===== config.mk =====
export PLATFORM = sky130hd
export DESIGN_NAME = fifo_push_arbiter
export DESIGN_NICKNAME = d
export VERILOG_FILES = /design/src/rtl/fifo_push_arbiter.sv
export SDC_FILE = /design/constraint.sdc
export NUM_CORES = 1
export LEC_CHECK = 0
export BUFFER_PORTS_ARGS = -buffer_cell sky130_fd_sc_hd__buf_2
export CORE_MARGIN = 2
export CORE_UTILIZATION = 35
export CTS_CLUSTER_SIZE = 25
export DETAILED_ROUTE_END_ITERATION = 12
export PLACE_DENSITY = 0.66
export SETUP_SLACK_MARGIN = 0.3
export SKIP_CTS_REPAIR_TIMING = 1
export SYNTH_ARGS = -nofsm -noshare
export SYNTH_HDL_FRONTEND = slang
export SYNTH_SLANG_ARGS = --single-unit

===== constraint.sdc =====
create_clock -name CLK -period 1.5 [get_ports CLK]
set_clock_uncertainty 0.05 [all_clocks]
set_input_delay 0.15 -clock CLK [delete_from_list [all_inputs] [get_ports CLK]]
set_output_delay 0.15 -clock CLK [all_outputs]
set_load 0.005 [all_outputs]

===== src/rtl/fifo_push_arbiter.sv =====
// Round-robin arbiter that shares one fifo push port among N requesters, with registered outputs.
// Build macro FIFO_ARB_PRIO0_EN: requester 0 takes strict priority over the round-robin group.
module fifo_push_arbiter #(
  parameter int N = 4,
  parameter int W = 8
) (
  input  logic                 CLK,
  input  logic                 rst,
  input  logic [N-1:0]         req,
  input  logic [N*W-1:0]       data,
  output logic [N-1:0]         ack,
  input  logic                 fifo_full,
  input  logic                 fifo_error,
  output logic                 push_back,
  output logic [W-1:0]         data_in,
  output logic [$clog2(N)-1:0] grant_id,
  output logic                 halted
);
  localparam int IDW = $clog2(N);

  typedef enum logic [1:0] {IDLE, PUSH, HALT} state_t;

  state_t         state;
  logic           vld_p1;
  logic [N-1:0]   ack_p1;
  logic [W-1:0]   data_p1;
  logic [IDW-1:0] gid_p1;
  logic           halt_p1;

  logic [N-1:0]   rr_mask_p0;
  logic [IDW-1:0] win_p0;
  logic [W-1:0]   data_sel_p0;

  // First asserted request at or after last+1, wrapping; returns last when none is set.
  function automatic logic [IDW-1:0] rr_pick(input logic [N-1:0] r, input logic [IDW-1:0] last);
    logic [IDW-1:0] win;
    logic           found;
    int             idx;
    win   = last;
    found = 1'b0;
    for (int k = 1; k <= N; k++) begin
      idx = (int'(last) + k) % N;
      if (!found && r[idx]) begin
        win   = IDW'(idx);
        found = 1'b1;
      end
    end
    return win;
  endfunction

`ifdef FIFO_ARB_PRIO0_EN
  assign rr_mask_p0 = {{(N-1){1'b1}}, 1'b0};
  assign win_p0     = req[0] ? '0 : rr_pick(req & rr_mask_p0, gid_p1);
`else
  assign rr_mask_p0 = '1;
  assign win_p0     = rr_pick(req & rr_mask_p0, gid_p1);
`endif

  assign data_sel_p0 = data[int'(win_p0)*W +: W];

  // ---- stage p0 -> p1: arbitration decision registered onto the fifo push port ----
  always_ff @(posedge CLK) begin
    if (rst) begin
      state   <= IDLE;
      vld_p1  <= 1'b0;
      ack_p1  <= '0;
      data_p1 <= '0;
      gid_p1  <= IDW'(N-1);
      halt_p1 <= 1'b0;
    end else begin
      vld_p1 <= 1'b0;
      ack_p1 <= '0;
      case (state)
        IDLE: begin
          if (fifo_error) begin
            state   <= HALT;
            halt_p1 <= 1'b1;
          end else if ((|req) && !fifo_full) begin
            vld_p1  <= 1'b1;
            ack_p1  <= N'(1) << win_p0;
            data_p1 <= data_sel_p0;
            gid_p1  <= win_p0;
            state   <= PUSH;
          end
        end
        // Gap cycle: fifo_full and the acked requester's req both catch up here.
        PUSH: begin
          if (fifo_error) begin
            state   <= HALT;
            halt_p1 <= 1'b1;
          end else begin
            state <= IDLE;
          end
        end
        HALT: halt_p1 <= 1'b1;
        default: state <= IDLE;
      endcase
    end
  end

  assign push_back = vld_p1;
  assign ack       = ack_p1;
  assign data_in   = data_p1;
  assign grant_id  = gid_p1;
  assign halted    = halt_p1;
endmodule

==> metrics.cfg <==
[drt]
wire_per_inst_um = 14.2
routed_wl_mm = 2.97
drtAntennaViolNets = 0
via_per_inst = 5.31
vias = 1109
drtIter0Drc = 21
first_pass_iters = 4
drc = 0

[sta]
period_share_pct = 103
setup_ws_ns = -0.0500
hold_violations = 0
tightest_slew_ns = 0.422
finalSetupViolCount = 8
maxSlewViolCount = 0
fmax_mhz = 645
rsz0062_at_grt = true
min_period_ns = 1.55
max_slew_margin_pct = 71.8

[worst_hold_path]
worst_hold_path_type = input port to flip-flop

[clock_network]
clock_latency_ns = 0.29
cts.root.buffer_cell = clkbuf_4
clock_sinks = 18
cts.clk_slew.worst_paths_ns = 0.10
cts_made_buffers = 3
cts_tree = yes
clock_tree.htree_level_count = 1
clockBufferDepth = 2

[outcome]
violations = negative setup slack
status = complete, but fails checks

[global_route]
grt_usage_pct = 16.7
antenna_found_initial = 0
grt_overflow = 0
grt_max_degree = 11
first_global_vias = 999
grt_pass1_wl_mm = 4.28

[synthesis]
ys_types = 30
synth.area.top_cells = dfxtp_1 36%, mux2i_1 8.9%, and4_1 6.9%, o31a_1 6.9%, o211ai_1 5.9%
netlist_instances = 107
ys_seq_area_share_pct = 35.6
post-synth-top-area-cell = dfxtp_1
synth_area_mm2 = 0.00101
yosys_warnings = 0
synth_fp_nets = 147
postSynthAreaPerCell_um2 = 9.47
netlist.area_leader.share_pct = 35.6
ys_ff_latch = 18

[die]
placementRows = 19
initial_core_util_pct = 36.8
die_w_um = 57.8
die-height_um = 57.8
die-area_mm2 = 0.00334
pin_count = 56
core_mm2 = 0.00276

[critical_path]
critPathArrivalTime_ns = 1.67
start_kind = flip-flop
path_class = flip-flop to flip-flop
critPathMaxFanout = 6
worstPathRequired_ns = 1.62
cp-end-kind = flip-flop

[layout]
fin_area_mm2 = 0.00158
fillers = 258
drive_gt1_share_pct = 56.2
num_antenna_cells = 0
syn_to_final_growth_pct = 55.4
nNetsFinal = 220

[power]
p_sw_uw = 334
p_leak_nw = 0.737
power.density_mw_per_mm2 = 713
p_int_uw = 790
seqPwrFrac_pct = 47.0
p_sw_share_pct = 29.7
peakVddDrop_v = 0.000472
combPwrFrac_pct = 31.6
p_clk_share_pct = 21.3

[placement]
post-place-ws_ns = -0.0844
gp_congestion = 0.752
place_area_mm2 = 0.00143
hpwl_mm = 2.22
port_buffers = 55

[run]
cap_viol_max_count = 0

## power by group through the flow
stage	Sequential [mW]	Combinational [mW]	Clock, mW
2_1_floorplan	0.538	0.175	0
3_3_place_gp	0.538	0.309	0
3_5_place_dp	0.540	0.314	0
4_1_cts	0.529	0.316	0.250
5_1_grt	0.534	0.384	0.282
6_report	0.529	0.356	0.240
## Yosys cell counts, drive strengths merged
master / number
a211o: 1
a21o: 3
a21oi: 3
a31oi: 2
and2: 2
and3: 1
and4: 8
buf: 3
clkbuf: 1
dfxtp: 18
inv: 1
mux2i: 9
nand2: 12
nand2b: 6
nand3b: 1
nor2: 5
nor2b: 2
nor3: 3
nor4: 1
o211ai: 8
o21ai: 8
o31a: 8
o41ai: 1
## kinds of logic (layout without fill, tap and decap cells)
logic type	count (synthesis)	count (layout)	synth area share, %
simple gates	41	41	25.8
mux	9	9	8.89
buf+inv	5	76	3.70
compound gates	34	34	26.0
flops	18	18	35.6
## critical path, cell delays in order, from the launching register on
cell and delay [ns]:
dfxtp_4 0.38, nand2b_1 0.16, a21oi_4 0.09, nor3_4 0.27, buf_4 0.19, mux2i_1 0.18, o211ai_1 0.11
## routing by layer
metal  global-route usage, %  part of all wire [%]  vias to the layer above
li1                        -                     -                      552
met3                    2.68                   5.6                        4
met4                    6.98                   1.2                        0
met5                       0                     0                        -
met2                    28.1                    51                       32
met1                    21.1                    43                      521
## layout by cell type, fill, tap and decap left out, drive strengths merged
cell type	count
nor2b	2
inv	1
buf	72
nand2	12
and3	1
nor3	3
o211ai	8
dfxtp	18
o31a	8
nand2b	6
and4	8
a211o	1
and2	2
o21ai	8
o41ai	1
a21oi	3
a31oi	2
a21o	3
mux2i	9
nor4	1
clkbuf	3
nand3b	1
nor2	5
## flip-flops by register name, indices dropped and copies added, names as in the netlist
| signal | cells |
|---|---|
| ack | 4 |
| data_in | 8 |
| grant_id | 2 |
| halted | 1 |
| push_back | 1 |
| state | 2 |
## worst paths after layout
| kind | start | to | slack [ns] | cells after the start |
|---|---|---|---|---|
| worst min register to register | halted$_SDFFE_PP0P_ | halted$_SDFFE_PP0P_ | 0.43 | 2 |
| worst min-delay path | rst | state[1]$_SDFFE_PP0P_ | 0.1 | 2 |
| worst max-delay path | grant_id[0]$_SDFFE_PP1P_ | data_in[0]$_SDFFE_PP0P_ | -0.05 | 6 |
| worst max register to register | grant_id[0]$_SDFFE_PP1P_ | data_in[0]$_SDFFE_PP0P_ | -0.05 | 6 |
## through the flow
step	power, mW	setup TNS (ns)	utilization [%]	hold WS, ns	std cells
6_report	1.12	-0.143	57.1	0.0996	209
5_1_grt	1.20	-0.748	57.1	0.0939	209
4_1_cts	1.09	-0.694	52.8	0.0823	203
3_5_place_dp	0.855	-0.511	52.0	0.397	200
3_3_place_gp	0.847	-0.290	52.0	0.390	200
2_1_floorplan	0.714	-0.278	-	0.162	107
## final cells by class
type                       count  area [um^2]  area share [%]
clock buffer                   3         22.5            1.43
sequential                    18          372            23.6
timing repair buffer          72          418            26.5
inverter                       1         3.75           0.238
tap                           31         38.8            2.46
multi-input combinational     84          721            45.8
Power figures use the tool's default switching activity.
